## src/rtl/scrambler_pkg.sv

```systemverilog
// Shared constants, payload types and the single-step LFSR helper for the 802.11a scrambler.
package scrambler_pkg;

    localparam int unsigned SCRAMBLER_LEN    = 7;
    localparam int unsigned SCRAMBLER_TAP_HI = 7;
    localparam int unsigned SCRAMBLER_TAP_LO = 4;
    localparam int unsigned RATE_W           = 4;

    localparam logic [SCRAMBLER_LEN-1:0] DEFAULT_SEED = 7'h5D;

    localparam logic [RATE_W-1:0] RATE_6M  = 4'hD;
    localparam logic [RATE_W-1:0] RATE_9M  = 4'hF;
    localparam logic [RATE_W-1:0] RATE_12M = 4'h5;
    localparam logic [RATE_W-1:0] RATE_18M = 4'h7;
    localparam logic [RATE_W-1:0] RATE_24M = 4'h9;
    localparam logic [RATE_W-1:0] RATE_36M = 4'hB;
    localparam logic [RATE_W-1:0] RATE_48M = 4'h1;
    localparam logic [RATE_W-1:0] RATE_54M = 4'h3;

    typedef enum logic {
        ST_IDLE = 1'b0,
        ST_RUN  = 1'b1
    } scr_state_e;

    typedef struct packed {
        logic [RATE_W-1:0] user;
        logic              last;
    } axis_side_t;

    // One scrambler step: returns {mask_bit, next_state}; state is {x7..x1}.
    function automatic logic [SCRAMBLER_LEN:0] lfsr_step(input logic [SCRAMBLER_LEN-1:0] s);
        logic x;
        x = s[SCRAMBLER_TAP_HI-1] ^ s[SCRAMBLER_TAP_LO-1];
        return {x, s[SCRAMBLER_LEN-2:0], x};
    endfunction

endpackage

```

## src/rtl/scrambler_axis_skid_buffer.sv

```systemverilog
// Two-slot AXI-stream skid buffer with registered outputs and a registered s_tready.
module axis_skid_buffer #(
    parameter int unsigned WIDTH = 8
) (
    input  logic             aclk,
    input  logic             aresetn,
    input  logic [WIDTH-1:0] s_tdata,
    input  logic             s_tvalid,
    output logic             s_tready,
    output logic [WIDTH-1:0] m_tdata,
    output logic             m_tvalid,
    input  logic             m_tready
);

    logic [WIDTH-1:0] skid_data_q, skid_data_d;
    logic             skid_valid_q, skid_valid_d;
    logic [WIDTH-1:0] out_data_d;
    logic             out_valid_d;
    logic             push, pop;

    assign push = s_tvalid & s_tready;
    assign pop  = m_tvalid & m_tready;

    // Output slot refills from the skid slot first; s_tready is low only when both slots hold data.
    always_comb begin
        out_data_d   = m_tdata;
        out_valid_d  = m_tvalid;
        skid_data_d  = skid_data_q;
        skid_valid_d = skid_valid_q;
        if (pop) begin
            if (skid_valid_q) begin
                out_data_d   = skid_data_q;
                skid_valid_d = 1'b0;
            end else if (push) begin
                out_data_d = s_tdata;
            end else begin
                out_valid_d = 1'b0;
            end
        end else if (push) begin
            if (!m_tvalid) begin
                out_data_d  = s_tdata;
                out_valid_d = 1'b1;
            end else begin
                skid_data_d  = s_tdata;
                skid_valid_d = 1'b1;
            end
        end
    end

    always_ff @(posedge aclk or negedge aresetn) begin
        if (!aresetn) begin
            m_tdata      <= '0;
            m_tvalid     <= 1'b0;
            skid_data_q  <= '0;
            skid_valid_q <= 1'b0;
            s_tready     <= 1'b0;
        end else begin
            m_tdata      <= out_data_d;
            m_tvalid     <= out_valid_d;
            skid_data_q  <= skid_data_d;
            skid_valid_q <= skid_valid_d;
            s_tready     <= ~skid_valid_d;
        end
    end

endmodule

```

## src/rtl/scrambler.sv

```systemverilog
// IEEE 802.11a data scrambler (x^7+x^4+1), WIDTH bits per beat, with per-frame bypass.
module scrambler
    import scrambler_pkg::*;
#(
    parameter int unsigned WIDTH = 24
) (
    input  logic                     aclk,
    input  logic                     aresetn,
    input  logic [SCRAMBLER_LEN-1:0] seed,
    input  logic                     bypass,
    input  logic [WIDTH-1:0]         s_axis_tdata,
    input  logic [RATE_W-1:0]        s_axis_tuser,
    input  logic                     s_axis_tvalid,
    output logic                     s_axis_tready,
    input  logic                     s_axis_tlast,
    output logic [WIDTH-1:0]         m_axis_tdata,
    output logic [RATE_W-1:0]        m_axis_tuser,
    output logic                     m_axis_tvalid,
    input  logic                     m_axis_tready,
    output logic                     m_axis_tlast
);

    localparam int unsigned PAYLOAD_W = WIDTH + $bits(axis_side_t);

    scr_state_e               state_q, state_d;
    logic [SCRAMBLER_LEN-1:0] lfsr_q, lfsr_d;
    logic                     bypass_q, bypass_d;
    logic                     accept;
    logic                     frame_start;
    logic                     bypass_cur;
    logic [SCRAMBLER_LEN-1:0] lfsr_src, lfsr_adv;
    logic [SCRAMBLER_LEN:0]   step;
    logic [WIDTH-1:0]         mask;
    logic [WIDTH-1:0]         scr_data;
    axis_side_t               side_in, side_out;
    logic [PAYLOAD_W-1:0]     skid_in, skid_out;

    assign accept      = s_axis_tvalid & s_axis_tready;
    assign frame_start = (state_q == ST_IDLE);
    assign lfsr_src    = frame_start ? seed : lfsr_q;
    assign bypass_cur  = frame_start ? bypass : bypass_q;

    // Unroll WIDTH LFSR steps; bit k uses the state after k steps.
    always_comb begin
        lfsr_adv = lfsr_src;
        step     = '0;
        mask     = '0;
        for (int unsigned k = 0; k < WIDTH; k++) begin
            step     = lfsr_step(lfsr_adv);
            mask[k]  = step[SCRAMBLER_LEN];
            lfsr_adv = step[SCRAMBLER_LEN-1:0];
        end
    end

    assign scr_data = bypass_cur ? s_axis_tdata : (s_axis_tdata ^ mask);

    // Frame tracking; bypass and LFSR advance only on accepted beats.
    always_comb begin
        state_d  = state_q;
        lfsr_d   = lfsr_q;
        bypass_d = bypass_q;
        if (accept) begin
            state_d = s_axis_tlast ? ST_IDLE : ST_RUN;
            if (frame_start) begin
                bypass_d = bypass;
            end
            lfsr_d = bypass_cur ? lfsr_src : lfsr_adv;
        end
    end

    always_ff @(posedge aclk or negedge aresetn) begin
        if (!aresetn) begin
            state_q  <= ST_IDLE;
            lfsr_q   <= '0;
            bypass_q <= 1'b0;
        end else begin
            state_q  <= state_d;
            lfsr_q   <= lfsr_d;
            bypass_q <= bypass_d;
        end
    end

    assign side_in.user = s_axis_tuser;
    assign side_in.last = s_axis_tlast;
    assign skid_in      = {scr_data, side_in};

    axis_skid_buffer #(
        .WIDTH (PAYLOAD_W)
    ) u_skid (
        .aclk     (aclk),
        .aresetn  (aresetn),
        .s_tdata  (skid_in),
        .s_tvalid (s_axis_tvalid),
        .s_tready (s_axis_tready),
        .m_tdata  (skid_out),
        .m_tvalid (m_axis_tvalid),
        .m_tready (m_axis_tready)
    );

    assign {m_axis_tdata, side_out} = skid_out;
    assign m_axis_tuser = side_out.user;
    assign m_axis_tlast = side_out.last;

endmodule

```

## config.mk

```make
export PLATFORM = sky130hd
export DESIGN_NAME = scrambler
export DESIGN_NICKNAME = d
export VERILOG_FILES = /design/src/rtl/scrambler_pkg.sv /design/src/rtl/scrambler_axis_skid_buffer.sv /design/src/rtl/scrambler.sv
export SDC_FILE = /design/constraint.sdc
export NUM_CORES = 1
export LEC_CHECK = 0
export CAP_MARGIN = 20
export CORE_MARGIN = 2
export CORE_UTILIZATION = 47
export DETAILED_ROUTE_END_ITERATION = 10
export PLACE_DENSITY = 0.86
export SETUP_SLACK_MARGIN = 0.2
export SYNTH_ARGS = -nofsm -noshare
export SYNTH_HDL_FRONTEND = slang
export SYNTH_SLANG_ARGS = --single-unit
```

## constraint.sdc

```tcl
create_clock -name aclk -period 2 [get_ports aclk]
set_clock_uncertainty 0.15 [all_clocks]
set_input_delay 0.4 -clock aclk [delete_from_list [all_inputs] [get_ports aclk]]
set_output_delay 0.4 -clock aclk [all_outputs]
set_load 0.01 [all_outputs]
```

Word-level counts from Yosys, hierarchy flattened:

Index checks and enable logic that the tools add are counted.

* register bits: 70
* output and inout bits: 31
* logic and storage cells: 62

* eq/ne operators: 3
* mux-type cells: 17
* bitwise gates (word level): 29
* reduce and logical (&&, ||, !) cells: 5

Operator list (count)
* two-way mux 29 bit: 5
* two-way mux 24 bit: 1
* bitwise XOR 1 bit: 24
* bitwise XOR 24 bit: 1
* two-way mux 7 bit: 2
* two-way mux 1 bit: 9
* AND reduction 3 bit: 3
* != test 2 bit (second input constant): 3
* nonzero test 2 bit: 2
* bitwise AND 1 bit: 2
* NOT 1 bit: 2

Longest topological paths before layout:

* depth in word-level cells: 12
* gate-level depth with buffers: 9

Hierarchy:

Synthesis repeated with hierarchy kept, for this count alone.

* cells, all modules: 413
* area, all modules: 4053.9 µm²

Modules (own cells, without submodules)
* axis_skid_buffer: instances 1, cells an instance 269, area an instance 2776.4 µm², seq. area each 1526.5 µm²
* scrambler: instances 1, cells an instance 144, area an instance 1277.5 µm², seq. area each 225.2 µm²

Worst setup path after synthesis:

Ideal clock, no wire load.

* kind: input port to flip-flop
* start point: input port seed[3]
* end point: register u_skid.m_tdata[24]
* arrival: 1.935 ns
* slack: -0.217 ns
* stages: 8
* path buffers: 1
* path through: buf_4 > xnor2_1 > mux2i_1 > xor3_2 > xnor2_1 > nand2_1 > xor2_1 > o21ai_1

* cells in the longest elaborated chain, start to end: 11
* elaborated cells between the ends (all ways): 17

RTL lines
* from (decl): line scrambler.sv:9 `input logic [SCRAMBLER_LEN-1:0] seed,`
* two-way mux 7 bit *: line scrambler.sv:40 `assign lfsr_src = frame_start ? seed : lfsr_q;`
* bitwise XOR 1 bit (4 in series): line scrambler_pkg.sv:33 `x = s[SCRAMBLER_TAP_HI-1] ^ s[SCRAMBLER_TAP_LO-1];`
* bitwise XOR 1 bit *: line scrambler_pkg.sv:33
* bitwise XOR 24 bit *: line scrambler.sv:55 `assign scr_data = bypass_cur ? s_axis_tdata : (s_axis_tdata ^ mask);`
* two-way mux 24 bit *: line scrambler.sv:55
* two-way mux 29 bit (on tied branches): line scrambler_axis_skid_buffer.sv:40, scrambler_axis_skid_buffer.sv:34
* two-way mux 29 bit (on tied branches): line scrambler_axis_skid_buffer.sv:39, scrambler_axis_skid_buffer.sv:31
* two-way mux 29 bit *: line scrambler_axis_skid_buffer.sv:30 `if (pop) begin`
* to (signal assigned): line scrambler_axis_skid_buffer.sv:58 `m_tdata <= out_data_d;`
* to (decl): line scrambler_axis_skid_buffer.sv:10 `output logic [WIDTH-1:0] m_tdata,`

Every way passes the cells marked *; elsewhere a longest branch is shown, timed or not. The select of a mux whose other input is x is not followed.
A chain may end at the register's enable or synchronous reset.

Final worst setup path:

* start point: register lfsr_q[3]
* end point: register u_skid.m_tdata[25]

* cells in the longest elaborated chain, start to end: 12
* elaborated cells between the ends (all ways): 14

RTL lines
* from (decl): line scrambler.sv:26 `logic [SCRAMBLER_LEN-1:0] lfsr_q, lfsr_d;`
* from (signal assigned): line scrambler.sv:78 `lfsr_q <= lfsr_d;`
* two-way mux 7 bit *: line scrambler.sv:40
* bitwise XOR 1 bit * (6 in series): line scrambler_pkg.sv:33
* bitwise XOR 24 bit *: line scrambler.sv:55
* two-way mux 24 bit *: line scrambler.sv:55
* two-way mux 29 bit (on tied branches): line scrambler_axis_skid_buffer.sv:40, scrambler_axis_skid_buffer.sv:34
* two-way mux 29 bit (on tied branches): line scrambler_axis_skid_buffer.sv:39, scrambler_axis_skid_buffer.sv:31
* two-way mux 29 bit *: line scrambler_axis_skid_buffer.sv:30

Marks and branches as above.

==> flow_summary.yaml <==
place:
  port_buffers: 71
  placed_cell_area_um2: 5110
  pre_cts_ws_ns: -0.780
  globalplace.congestion: 0.889
  dpl.cell_count: 584
  dp_hpwl_um: 7200
route:
  drc: 0
  dr.pass1.iters: 6
  first_iter_violations: 328
  finalWirelength_um: 14300
  via_per_inst: 5.94
  postRouteAntennaNets: 0
  post_drt_wl_per_cell_um: 22.5
  num_vias: 3781
worst_setup_path:
  rr_endpoint: "u_skid.m_tdata[25]$_DFFE_PN0P_"
  crit_start: "lfsr_q[3]$_DFFE_PN0P_"
  timing.rr.start: "lfsr_q[3]$_DFFE_PN0P_"
  crit_type: "reg2reg"
  crit_path_max_fanout: 3
  worstPathArrival_ns: 2.49
  rr_worst_depth: 8
  end_kind: "register"
  r2r_slack_ns: -0.39
  startpoint_type: "register"
  worstPathRequired_ns: 2.10
clocking:
  cts_max_level: 3
  cts_buffer_depth: 2
  cts_made_buffers: 9
  clk_pin_slew_ns: 0.08
  clk_latency_ns: 0.37
  cts_tree: "done"
  cts.sinks: 70
  root_buffer: "clkbuf_8"
finish:
  fill_cells: 397
  layout_common_cells: "dfrtp_1, buf_4, nand2_1"
  layout.nets: 570
  fin_area_um2: 6270
  layout_commonest_cell: "dfrtp_1"
  syn_to_final_growth_pct: 65.5
  drive_above_1_share_pct: 39.1
  fin_cells: 637
timing:
  rsz0062_at_grt: "true"
  period_share_pct: 120
  max_freq_ghz: 0.418
  finalCriticalPeriod_ns: 2.39
  finalHoldViolations: 0
  tightest_slew_ns: 0.464
  slew_violations: 0
  layout_setup_ws_ns: -0.392
  timing.max_slew.rel_slack_pct: 68.2
  finalSetupViolCount: 46
die:
  start_util_pct: 48.8
  fp-row-count: 32
  core_um2: 7770
  dieArea_um2: 8790
  ioPinCount: 72
  die_w_um: 93.8
  die_h_um: 93.8
hold_path:
  whs_endpoint: "u_skid.skid_data_q[18]$_DFFE_PN0P_"
  hold_path_depth: 2
  hp-start: "u_skid.skid_data_q[18]$_DFFE_PN0P_"
  worstHoldPathType: "reg2reg"
run:
  cap_viol_max_count: 0
yosys:
  ys_ff_latch: 70
  syn_avg_cell_area_um2: 9.91
  synth_cells: 382
  seq_area_frac_synth_pct: 46.3
  synth_area_um2: 3790
  ys.warnings.count: 0
  synthDistinctLibCells: 38
  synth_nets: 423
power:
  total_leakage_power_nw: 2.91
  ir_worst_vdd_mv: 0.953
  p_per_area_nw_per_um2: 2180
  p_total_w: 0.0136
global_route:
  grt_usage_pct: 28.5
  grt_pass1_wl_um: 18900
  grt.overflow.total: 0
  grt_start_max_net_pins: 71
  grt_pass1_vias: 3675
  grt_antenna_before_repair: 0
status:
  status: "finished, violations left"
  failed_checks: "negative setup slack"
## routing by layer
metal / up-vias / part of all wire [%] / GRT usage [%]
met5: - / 0 / 0
met4: 0 / 6.7 / 13.5
met1: 1861 / 36 / 33.9
met3: 85 / 7.8 / 6.18
li1: 1578 / - / -
met2: 257 / 49 / 49.2
## sequential cells by signal, summed over array words and instances, names as in the netlist
| register | count |
|---|---|
| u_skid.m_tvalid | 1 |
| lfsr_q | 7 |
| state_q | 1 |
| u_skid.s_tready | 1 |
| u_skid.skid_data_q | 29 |
| bypass_q | 1 |
| u_skid.m_tdata | 29 |
| u_skid.skid_valid_q | 1 |
## per-stage QoR
| step | setup TNS (ns) | hold WS (ns) | utilization, % |
|---|---|---|---|
| 6_report | -9.40 | 0.346 | 80.7 |
| 5_1_grt | -11.38 | 0.357 | 80.7 |
| 4_1_cts | -2.67 | 0.334 | 75.2 |
| 3_5_place_dp | -29.86 | 0.303 | 65.8 |
| 3_3_place_gp | -26.23 | 0.302 | 65.8 |
| 2_1_floorplan | -0.730 | -0.0456 | - |
## area by class of cell
class | count | area (um2) | area share, %
multi-input combinational | 283 | 2540 | 40.6
sequential | 70 | 1760 | 28.1
timing repair buffer | 162 | 1550 | 24.8
clock buffer | 11 | 141 | 2.26
clock inverter | 5 | 129 | 2.06
tap | 102 | 128 | 2.04
inverter | 3 | 11.3 | 0.180
antenna | 1 | 2.50 | 0.0399
## synth_stat cells (all sizes together)
| library cell | number | share of area (%) |
|---|---|---|
| mux2i | 20 | 5.7 |
| or2b | 1 | 0.20 |
| a22oi | 11 | 2.2 |
| a31oi | 2 | 0.33 |
| nor2b | 2 | 0.33 |
| nor4 | 2 | 0.33 |
| a21oi | 9 | 1.2 |
| clkbuf | 13 | 1.4 |
| nor2 | 20 | 2.0 |
| a22o | 1 | 0.23 |
| or2 | 1 | 0.17 |
| xor3 | 1 | 0.66 |
| mux2 | 11 | 3.3 |
| a221o | 2 | 0.53 |
| dfrtp | 70 | 46 |
| xnor3 | 4 | 2.4 |
| xnor2 | 32 | 7.4 |
| nand3 | 1 | 0.13 |
| inv | 3 | 0.30 |
| or3 | 2 | 0.33 |
| a211oi | 5 | 0.99 |
| o21a | 3 | 0.59 |
| nor3 | 5 | 0.66 |
| a21o | 6 | 1.2 |
| nand2 | 64 | 6.3 |
| and3 | 1 | 0.17 |
| o21ai | 53 | 7.0 |
| xor2 | 24 | 5.7 |
| buf | 13 | 2.0 |
## cell families after synthesis
logic type / Yosys count / share of synthesized area [%]
xor+xnor: 61 / 16.2
flops: 70 / 46.3
compound gates: 92 / 14.2
mux: 31 / 8.99
buf+inv: 29 / 3.70
simple gates: 99 / 10.6
## worst max-delay path: stages, from the launching register on
cell,delay (ns)
dfrtp_2,0.43
xnor3_1,0.41
mux2i_4,0.34
xor2_2,0.21
buf_4,0.16
xor2_2,0.16
nand2_1,0.10
xor2_1,0.22
o21ai_1,0.08
## worst max-delay path by stage
stage	endpoint	slack, ns	cells past startpoint
2_1_floorplan	u_skid.m_tdata[27]$_DFFE_PN0P_	-0.1	7
3_3_place_gp	u_skid.m_tdata[25]$_DFFE_PN0P_	-0.69	8
3_5_place_dp	u_skid.m_tdata[25]$_DFFE_PN0P_	-0.78	8
4_1_cts	u_skid.m_tdata[24]$_DFFE_PN0P_	-0.21	8
5_1_grt	u_skid.skid_data_q[24]$_DFFE_PN0P_	-0.45	8
6_report	u_skid.m_tdata[25]$_DFFE_PN0P_	-0.39	8
## power breakdown
group          total (W)  internal [W]  switching (W)  leakage (nW)
clock            0.00159      0.000994       0.000592         0.134
sequential       0.00272       0.00213       0.000592         0.852
combinational    0.00934       0.00467        0.00467          1.92
total             0.0136       0.00779        0.00585          2.91
## repair_timing
action	in CTS	in global routing
gates cloned	1	0
pin swaps	41	33
endpoints found under the hold margin	70	0
endpoints found under the setup margin	82	62
buffers inserted	21	13
resized for setup	107	68
hold buffers	1	0
(Power assumes the default switching activity.)
